`config.mk`:
```
export PLATFORM = sky130hd
export DESIGN_NAME = vga_timing_gen
export DESIGN_NICKNAME = d
export VERILOG_FILES = /design/src/rtl/vga_timing_pkg.sv /design/src/rtl/vga_axis_counter.sv /design/src/rtl/vga_timing_gen.sv
export SDC_FILE = /design/constraint.sdc
export NUM_CORES = 1
export LEC_CHECK = 0
export ABC_CLOCK_PERIOD_IN_PS = 5600
export CAP_MARGIN = 10
export CORE_UTILIZATION = 50
export DETAILED_ROUTE_END_ITERATION = 16
export GPL_TIMING_DRIVEN = 1
export PLACE_DENSITY = 0.77
export SETUP_SLACK_MARGIN = 0.3
export SLEW_MARGIN = 25
export SYNTH_ARGS = -nofsm -noshare
export SYNTH_HDL_FRONTEND = slang
export SYNTH_SLANG_ARGS = --single-unit
export TNS_END_PERCENT = 20
```
`constraint.sdc`:
```
create_clock -name clk -period 5.6 [get_ports clk]
set_input_delay 0.56 -clock clk [delete_from_list [all_inputs] [get_ports clk]]
set_output_delay 0.56 -clock clk [all_outputs]
set_load 0.01 [all_outputs]
```
`src/rtl/vga_timing_pkg.sv`:
```
// Raster timing constants and elaboration-time helpers shared by vga_timing_gen and its axis counters.
// Default numbers describe 640x480@60 (800x525 total); optional pix_ce gating is VGA_TIMING_CE_EN.
package vga_timing_pkg;

  localparam int DEF_CW       = 10;
  localparam int DEF_H_ACTIVE = 640;
  localparam int DEF_H_FP     = 16;
  localparam int DEF_H_SYNC   = 96;
  localparam int DEF_H_BP     = 48;
  localparam int DEF_V_ACTIVE = 480;
  localparam int DEF_V_FP     = 10;
  localparam int DEF_V_SYNC   = 2;
  localparam int DEF_V_BP     = 33;

  function automatic int axis_total(input int active, input int fp, input int sync, input int bp);
    return active + fp + sync + bp;
  endfunction

  function automatic int sync_start(input int active, input int fp);
    return active + fp;
  endfunction

  function automatic int sync_end(input int active, input int fp, input int sync);
    return active + fp + sync;
  endfunction

  // Smallest width able to represent n (at least 1 bit).
  function automatic int bits_for(input int n);
    int b;
    b = 1;
    for (int i = 0; i < 31; i++)
      if ((n >> i) != 0) b = i + 1;
    return b;
  endfunction

  localparam int DEF_H_TOTAL = axis_total(DEF_H_ACTIVE, DEF_H_FP, DEF_H_SYNC, DEF_H_BP);
  localparam int DEF_V_TOTAL = axis_total(DEF_V_ACTIVE, DEF_V_FP, DEF_V_SYNC, DEF_V_BP);

endpackage

```
`src/rtl/vga_axis_counter.sv`:
```
// One raster axis: wrapping counter with enable, wrap strobe, and next-count active/last flags.
// Sync is registered from the next count so it lines up with the count it accompanies.
module vga_axis_counter
  import vga_timing_pkg::*;
#(
  parameter int CW         = DEF_CW,
  parameter int TOTAL      = DEF_H_TOTAL,
  parameter int ACTIVE     = DEF_H_ACTIVE,
  parameter int SYNC_START = DEF_H_ACTIVE + DEF_H_FP,
  parameter int SYNC_LEN   = DEF_H_SYNC,
  parameter bit POL        = 1'b0
) (
  input  logic          clk,
  input  logic          rst,
  input  logic          en,
  output logic [CW-1:0] count,
  output logic          wrap,
  output logic          act_next,
  output logic          last_next,
  output logic          sync
);

  localparam logic [CW-1:0] LAST    = CW'(TOTAL - 1);
  localparam logic [CW:0]   ACT_END = (CW+1)'(ACTIVE);
  localparam logic [CW:0]   SS      = (CW+1)'(SYNC_START);
  localparam logic [CW:0]   SE      = (CW+1)'(SYNC_START + SYNC_LEN);

  logic [CW-1:0] count_next;
  logic [CW:0]   nxt_w;
  logic          at_last;

  assign at_last = (count == LAST);
  assign wrap    = en && at_last;

  always_comb begin
    count_next = count;
    if (en) count_next = at_last ? '0 : count + CW'(1);
  end

  // One extra bit so window ends equal to 2**CW still compare correctly.
  assign nxt_w     = {1'b0, count_next};
  assign act_next  = (nxt_w < ACT_END);
  assign last_next = (count_next == LAST);

  always_ff @(posedge clk or posedge rst) begin
    if (rst) begin
      count <= '0;
      sync  <= ~POL;
    end else if (en) begin
      count <= count_next;
      sync  <= (nxt_w >= SS && nxt_w < SE) ? POL : ~POL;
    end
  end

endmodule

```
`src/rtl/vga_timing_gen.sv`:
```
// Raster timing generator: cascaded h/v axis counters with registered sync, display-enable and strobes.
// Define VGA_TIMING_CE_EN to add pix_ce; all state then advances only when pix_ce is high.
module vga_timing_gen
  import vga_timing_pkg::*;
#(
  parameter int CW       = DEF_CW,
  parameter int H_ACTIVE = DEF_H_ACTIVE,
  parameter int H_FP     = DEF_H_FP,
  parameter int H_SYNC   = DEF_H_SYNC,
  parameter int H_BP     = DEF_H_BP,
  parameter int V_ACTIVE = DEF_V_ACTIVE,
  parameter int V_FP     = DEF_V_FP,
  parameter int V_SYNC   = DEF_V_SYNC,
  parameter int V_BP     = DEF_V_BP,
  parameter bit HS_POL   = 1'b0,
  parameter bit VS_POL   = 1'b0
) (
  input  logic          clk,
  input  logic          rst,
`ifdef VGA_TIMING_CE_EN
  input  logic          pix_ce,
`endif
  output logic [CW-1:0] h_count,
  output logic [CW-1:0] v_count,
  output logic          hsync,
  output logic          vsync,
  output logic          disp_en,
  output logic          line_end,
  output logic          frame_end
);

  localparam int H_TOTAL = axis_total(H_ACTIVE, H_FP, H_SYNC, H_BP);
  localparam int V_TOTAL = axis_total(V_ACTIVE, V_FP, V_SYNC, V_BP);

  generate
    if (bits_for(H_TOTAL - 1) > CW || bits_for(V_TOTAL - 1) > CW) begin : g_cw_check
      $error("vga_timing_gen: CW too narrow for H_TOTAL-1 / V_TOTAL-1");
    end
  endgenerate

  logic advance;
`ifdef VGA_TIMING_CE_EN
  assign advance = pix_ce;
`else
  assign advance = 1'b1;
`endif

  logic h_wrap, h_act_next, h_last_next;
  logic v_wrap, v_act_next, v_last_next;

  vga_axis_counter #(
    .CW(CW), .TOTAL(H_TOTAL), .ACTIVE(H_ACTIVE),
    .SYNC_START(sync_start(H_ACTIVE, H_FP)), .SYNC_LEN(H_SYNC), .POL(HS_POL)
  ) u_h (
    .clk(clk), .rst(rst), .en(advance),
    .count(h_count), .wrap(h_wrap), .act_next(h_act_next),
    .last_next(h_last_next), .sync(hsync)
  );

  // Vertical axis steps only on the horizontal wrap, so vsync changes at h_count==0.
  vga_axis_counter #(
    .CW(CW), .TOTAL(V_TOTAL), .ACTIVE(V_ACTIVE),
    .SYNC_START(sync_start(V_ACTIVE, V_FP)), .SYNC_LEN(V_SYNC), .POL(VS_POL)
  ) u_v (
    .clk(clk), .rst(rst), .en(advance && h_wrap),
    .count(v_count), .wrap(v_wrap), .act_next(v_act_next),
    .last_next(v_last_next), .sync(vsync)
  );

  // A frame wrap can only happen together with a line wrap.
  assert property (@(posedge clk) disable iff (rst) v_wrap |-> h_wrap);

  always_ff @(posedge clk or posedge rst) begin
    if (rst) begin
      disp_en   <= 1'b0;
      line_end  <= 1'b0;
      frame_end <= 1'b0;
    end else if (advance) begin
      disp_en   <= h_act_next && v_act_next;
      line_end  <= h_last_next;
      frame_end <= h_last_next && v_last_next;
    end
  end

endmodule
```
==> results of run 1 <==
final cells by class:
| cell class | count | share of cell area |
|---|---|---|
| clock buffer | 3 | 0.01274 |
| clock inverter | 1 | 0.002831 |
| inverter | 10 | 0.02123 |
| multi-input combinational | 111 | 0.4345 |
| sequential | 25 | 0.3553 |
| tap | 31 | 0.02194 |
| timing repair buffer | 27 | 0.1515 |
metal layers:
layer  vias up  GRT usage  wire length (um)
li1        605          -                 -
met5         -          0                 0
met2        30     0.2993              1408
met1       592     0.3248              1608
met4         0    0.06969                35
met3         7    0.06512               141
sequential cells by signal, indices dropped and copies added, names as in the netlist:
register   cells
disp_en        1
frame_end      1
line_end       1
u_h.count     10
u_h.sync       1
u_v.count     10
u_v.sync       1
logic make-up after synthesis:
family / share of synthesized area
compound gates: 0.1233
xor+xnor: 0.08476
fa+ha+maj: 0.03425
buf+inv: 0.04452
flops: 0.4298
mux: 0.01541
simple gates: 0.2680
cell usage after synthesis, drive strengths merged, types with 3 or more instances:
library cell and count:
nand2 14, o21ai 6, clkbuf 4, xnor2 7, nand4 7, inv 10, nor4 4, dfrtp 23
or3 4, nor3 5, and3 3, nor2 11, nand3 9, a21oi 3, ha 4, o31ai 3
xor2 5
worst max path at each step:
stage            startpoint         to  slack [ns]  depth (start not counted)
2_1_floorplan  u_h.count[0]  frame_end        2.98                          8
3_3_place_gp   u_h.count[0]   u_v.sync        3.04                          8
3_5_place_dp   u_h.count[0]  frame_end        2.92                          7
4_1_cts        u_h.count[0]  frame_end        2.88                          7
5_1_grt        u_v.count[0]  frame_end        2.67                          7
6_report       u_v.count[0]  frame_end        2.88                          7
report_power, final:
part	internal, W	switching (W)	total [W]
Combinational	0.000000662	0.00000320	0.00000387
Sequential	0.000181	0	0.000181
Clock	0.0000268	0.0000511	0.0000778
per-stage QoR:
| stage | setup WS [ns] | cells | util | instance area [um^2] | hold slack, ns |
|---|---|---|---|---|---|
| 3_3_place_gp | 3.041 | 204 | 0.6311 | 1740 | 0.4864 |
| 6_report | 2.878 | 208 | 0.6411 | 1768 | 0.5131 |
| 3_5_place_dp | 2.919 | 204 | 0.6311 | 1740 | 0.4972 |
| 2_1_floorplan | 2.983 | 151 | - | 1461 | 0.5198 |
| 5_1_grt | 2.670 | 208 | 0.6411 | 1768 | 0.5439 |
| 4_1_cts | 2.880 | 208 | 0.6411 | 1768 | 0.5203 |
==> reports/qor.yml, run 1 <==
yosys:
  syn_inst_count: 151
  postSynthNetCount: 157
  synth_edf_count: 0
  synth.avg_cell_area_um2: 9.678
  synth_warnings: 0
  ys.flop_type: "sky130_fd_sc_hd__dfrtp_1"
  yosys_register_bits: 25
  netlist_area_um2: 1461
  ys_async_sr_fraction: 1.000
  synth_largest_area_cell: "sky130_fd_sc_hd__dfrtp_1"
  synth_cell_type_count: 47
  yosys.area.top_type_share: 0.3938
  main_area_contributors_after_synthesis: "sky130_fd_sc_hd__dfrtp_1 (39%), sky130_fd_sc_hd__dfstp_2 (3.6%), sky130_fd_sc_hd__nand2_1 (3.6%)"
  ys_seq_area_frac: 0.4298
cells_and_area:
  ff_latch_area_um2: 628.1
  multiInputGateArea_um2: 768.2
  layout.cells.most_common: "sky130_fd_sc_hd__clkdlybuf4s50_1"
  fillers: 231
  leading_cell_types_in_the_layout_fill_and_taps_excluded: "sky130_fd_sc_hd__clkdlybuf4s50_1 (26), sky130_fd_sc_hd__dfrtp_1 (23), sky130_fd_sc_hd__nand2_1 (14), sky130_fd_sc_hd__nor2_1 (11)"
  drive_above_1_share: 0.09605
  fin_nets: 184
  area_delta_synth_final_pct: 20.98
  insertedDiodeCount: 0
setup_path:
  r2r_cells: 7
  critical_path_required_ns: 5.87
  rr_startpoint: "u_v.count[0]"
  timing.reg2reg.setup_slack_ns: 2.88
  cp.arrival_ns: 2.99
  worst_path_largest_cell_delay_ns: 0.58
  crit_fanout: 9
  cp.buffers_inverters: 1
  timing.critical_path.slowest_stage_cell: "sky130_fd_sc_hd__nor4_2"
  crit_path_class: "flip-flop to flip-flop"
  cp_cell_sequence: "inv_1, ha_1, or4b_1, nor4_2, o211ai_1, a2111oi_0, and4bb_2"
  setup_crit_start_kind: "flip-flop"
  critPathCaptureType: "flip-flop"
  critPathTopFamily: "simple AND/OR/NAND/NOR gates"
  r2r_end: "frame_end"
sta:
  final.min_clock_period_ns: 2.722
  worst_slew_margin_rel: 0.4495
  timing.final.setup_violations: 0
  worst-slew-pin-transition_ns: 0.8206
  report.final.hold_viol_count: 0
  min_period_over_period: 0.4860
  grt_setup_unrepaired: "false"
  final.setup.tns_ns: 0
  final_setup_skew_ns: 0.01138
  fmaxAchievable_ghz: 0.3674
  maxSlewViolCount: 0
clocking:
  post_cts_buffers: 0
  cts.hold.buffers_added: 0
  clock_latency_reported_for_the_late_side_of_the_worst_skew_pair_ns: 0.32
  cts_max_path_buffers: 2
  root_buffer: "sky130_fd_sc_hd__clkbuf_4"
  postCtsResizedCells: 0
  cts_made_buffers: 3
  cts_htree_levels: 1
  tritoncts_clock_tree: "done"
  clk_pin_slew_ns: 0.13
  clock-sinks: 25
placement:
  detailedPlacementHpwl_mm: 2.432
  finalWeightedCongestion: 0.9084
  io_buffers: 26
routing:
  drt_pass_1_iters: 5
  detail_route.vias_per_cell: 5.933
  routed_wirelength_mm: 3.193
  drtIter0Drc: 28
  drcViolationCount: 0
  wl_per_cell_um: 15.35
  drt.antenna.violating_nets: 0
  dr_total_vias: 1234
die:
  effective_utilization_at_floorplan: 0.5299
  floorplan.rows: 19
  floorplan.die.width_um: 56.06
  dieArea_um2: 3143
  chipHeight_um: 56.06
  placeableCoreArea_um2: 2758
  floorplan.io_pins: 27
grt:
  grt_overflow_total: 0
  grt_first_pass_wirelength_mm: 5.333
  first_global_vias: 1107
  antenna_violations_before_repair: 0
  groute.usage.overall: 0.2170
  grt_max_degree: 26
min_path:
  min-delay-path-class: "flip-flop to flip-flop"
  worstHoldStart: "u_h.count[0]"
  whs_endpoint: "u_h.count[0]"
  whs_path_depth: 1
power_and_ir_drop:
  power.static_leakage_nw: 0.7211
  power_per_cell_area_nw_per_um2: 148.4
  total_power_w: 0.0002623
  vdd_ir_drop_max_mv: 0.1422
flow_run:
  cap_viol_max_count: 0
run_status:
  outcome: "completed"
No activity file was read; power rests on OpenSTA's default activity.
==> run 2: changes to the inputs <==
- ABC_CLOCK_PERIOD_IN_PS: 5600 -> 2750
- clock period: 5.6 -> 2.75 ns (I/O delays scaled with it)
==> reports/qor.yml, run 2 (synthesized netlist as in run 1, its figures left out) <==
sta:
  report.final.hold_viol_count: 0  # unchanged
  final_setup_skew_ns: 0.001833  # -0.009548 ns
  worst_slew_margin_rel: 0.5858  # +0.1363
  worst-slew-pin-transition_ns: 0.6205  # -0.2001 ns
  timing.final.setup_violations: 0  # unchanged
  min_period_over_period: 0.8598  # +0.3738
  final.setup.tns_ns: 0  # unchanged
  fmaxAchievable_ghz: 0.4229  # +15%
  grt_setup_unrepaired: "false"
  final.min_clock_period_ns: 2.365  # -0.3570 ns
  maxSlewViolCount: 0  # unchanged
cells_and_area:
  leading_cell_types_in_the_layout_fill_and_taps_excluded: "sky130_fd_sc_hd__clkdlybuf4s50_1 (26), sky130_fd_sc_hd__dfrtp_1 (20), sky130_fd_sc_hd__nand2_1 (14), sky130_fd_sc_hd__buf_4 (14), sky130_fd_sc_hd__nor2_1 (11)"
  biggestRegsByFlops: "u_h.count x10, u_v.count x10"
  insertedDiodeCount: 0  # unchanged
  fin_nets: 197  # +7.1%
  layout.cells.most_common: "sky130_fd_sc_hd__clkdlybuf4s50_1"
  drive_above_1_share: 0.1789  # +0.08290
  area_delta_synth_final_pct: 30.31
  finish.instance_area_um2: 1904  # +7.7%
die:
  placeableCoreArea_um2: 2758  # unchanged
  floorplan.io_pins: 27  # unchanged
  floorplan.rows: 19  # unchanged
  effective_utilization_at_floorplan: 0.5299  # unchanged
  chipHeight_um: 56.06  # unchanged
  dieArea_um2: 3143  # unchanged
  floorplan.die.width_um: 56.06  # unchanged
clocking:
  cts.hold.buffers_added: 0  # unchanged
  clock-sinks: 25  # unchanged
  tritoncts_clock_tree: "done"
  clk_pin_slew_ns: 0.14  # about the same
  clock_latency_reported_for_the_late_side_of_the_worst_skew_pair_ns: 0.31  # about the same
  cts_made_buffers: 3  # unchanged
  cts_max_path_buffers: 2  # unchanged
  cts_htree_levels: 1  # unchanged
  root_buffer: "sky130_fd_sc_hd__clkbuf_4"
routing:
  drtIter0Drc: 77  # +180%
  routed_wirelength_mm: 3.591  # +12%
  dr_total_vias: 1318  # +6.8%
  detail_route.vias_per_cell: 5.964  # +0.52%
  drcViolationCount: 0  # unchanged
  drt.antenna.violating_nets: 0  # unchanged
  drt_pass_1_iters: 4  # -1
  wl_per_cell_um: 16.25  # +5.8%
placement:
  io_buffers: 26  # unchanged
  place_area_um2: 1826  # +4.9%
  finalWeightedCongestion: 0.9476  # +4.3%
  detailedPlacementHpwl_mm: 2.635  # +8.3%
setup_path:
  cp.arrival_ns: 2.62  # -0.37 ns
  critPathCapture: "u_v.sync"
  crit_path_class: "flip-flop to flip-flop"
  critPathCaptureType: "flip-flop"
  startpoint: "u_h.count[1]"
  cp_cell_sequence: "ha_4, nand4_4, or4_4, or3_4, xnor2_4, nand4_1, o32a_1"
  timing.critical_path.slowest_stage_cell: "sky130_fd_sc_hd__or4_4"
  crit_fanout: 7  # -2
  r2r_cells: 7  # unchanged
  r2r_end: "u_v.sync"
  cp.buffers_inverters: 0  # -1
  critPathTopFamily: "simple AND/OR/NAND/NOR gates"
  rr_startpoint: "u_h.count[1]"
  timing.critical_path.depth: 7  # unchanged
  critical_path_required_ns: 3.01  # -2.86 ns
  timing.reg2reg.setup_slack_ns: 0.39  # -2.49 ns
  setup_crit_start_kind: "flip-flop"
  worst_path_largest_cell_delay_ns: 0.51  # -0.07 ns
grt:
  antenna_violations_before_repair: 0  # unchanged
  grt_overflow_total: 0  # unchanged
  grt_max_degree: 17  # -35%
  groute.usage.overall: 0.2525  # +0.03547
  first_global_vias: 1293  # +17%
  grt_first_pass_wirelength_mm: 6.189  # +16%
power_and_ir_drop:
  clockPowerShare: 0.305  # +0.008
  reg_power_frac: 0.678  # -0.011
  net-switching-power_w: 0.0001160  # +110%
  power_per_cell_area_nw_per_um2: 284.9  # +92%
  power.static_leakage_nw: 0.8052  # +12%
  power_frac_comb: 0.017  # +0.002
  vdd_ir_drop_max_mv: 0.2592  # +82%
  p_sw_frac: 0.2137  # +0.006732
  p_int_w: 0.0004267  # +110%
flow_run:
  cap_viol_max_count: 0  # unchanged
min_path:
  min-delay-path-class: "input port to asynchronous set/reset pin"
run_status:
  outcome: "completed"
run 2: cell count changes in the layout (fill, tap and decap cells not counted), sizes merged:
cell	delta
clkbuf	+1
clkinv	-2
inv	+1
buf	+13
run 2: layout make-up:
type	count	area, um^2
clock buffer	4	26.28
fill	220	853.3
inverter	10	37.54
multi-input combinational	111	804.5
sequential	25	631.9
tap	31	38.79
timing repair buffer	40	365.4
run 2: how the worst min path moves through the flow:
| stage | depth (start not counted) | endpoint | slack, ns |
|---|---|---|---|
| floorplan | 1 | disp_en | 0.30 |
| global placement | 1 | u_h.count[0] | 0.48 |
| detailed placement | 1 | u_h.count[0] | 0.50 |
| CTS | 2 | u_v.count[4] | 0.34 |
| global route | 2 | u_h.count[6] | 0.41 |
| finish | 2 | u_v.count[1] | 0.31 |
run 2: metal layers:
| metal | GRT usage | vias up | part of all wire |
|---|---|---|---|
| met5 | 0 | - | 0 |
| met4 | 0.07666 | 0 | 0.013 |
| met3 | 0.03488 | 6 | 0.052 |
| met2 | 0.3793 | 53 | 0.46 |
| met1 | 0.3794 | 635 | 0.47 |
| li1 | - | 624 | - |
run 2: power groups by stage:
| stage | combinational, W | clock, W | sequential [W] |
|---|---|---|---|
| 2_1_floorplan | 0.00000544 | 0 | 0.000375 |
| 3_3_place_gp | 0.00000978 | 0 | 0.000375 |
| 3_5_place_dp | 0.0000102 | 0 | 0.000375 |
| 4_1_cts | 0.0000101 | 0.000168 | 0.000368 |
| 5_1_grt | 0.0000118 | 0.000181 | 0.000368 |
| 6_report | 0.00000936 | 0.000165 | 0.000368 |
run 2: what timing repair did:
action                     4_1_cts  5_1_grt
setup endpoints to repair        2        3
gates cloned                     0        0
resized for setup                1        2
pin swaps                        1        3
setup buffers                    4        1
run 2: worst register-to-register path: cells and delay by family, from the launching register on:
kind	cells	cell delay [ns]
compound gates	1	0.35
xor+xnor	1	0.17
fa+ha+maj	1	0.16
simple gates	4	1.22
flops	1	0.42
run 2: metrics by stage:
| step | hold slack [ns] | total power (W) | worst slack [ns] | cells | utilization |
|---|---|---|---|---|---|
| floorplan | 0.3006 | 0.0003800 | 0.3247 | 151 | - |
| global placement | 0.4845 | 0.0003844 | 0.3082 | 212 | 0.6620 |
| detailed placement | 0.5019 | 0.0003848 | 0.2404 | 212 | 0.6620 |
| CTS | 0.3392 | 0.0005456 | 0.3130 | 220 | 0.6828 |
| global route | 0.4069 | 0.0005609 | 0.3022 | 221 | 0.6906 |
| finish | 0.3136 | 0.0005426 | 0.3855 | 221 | 0.6906 |
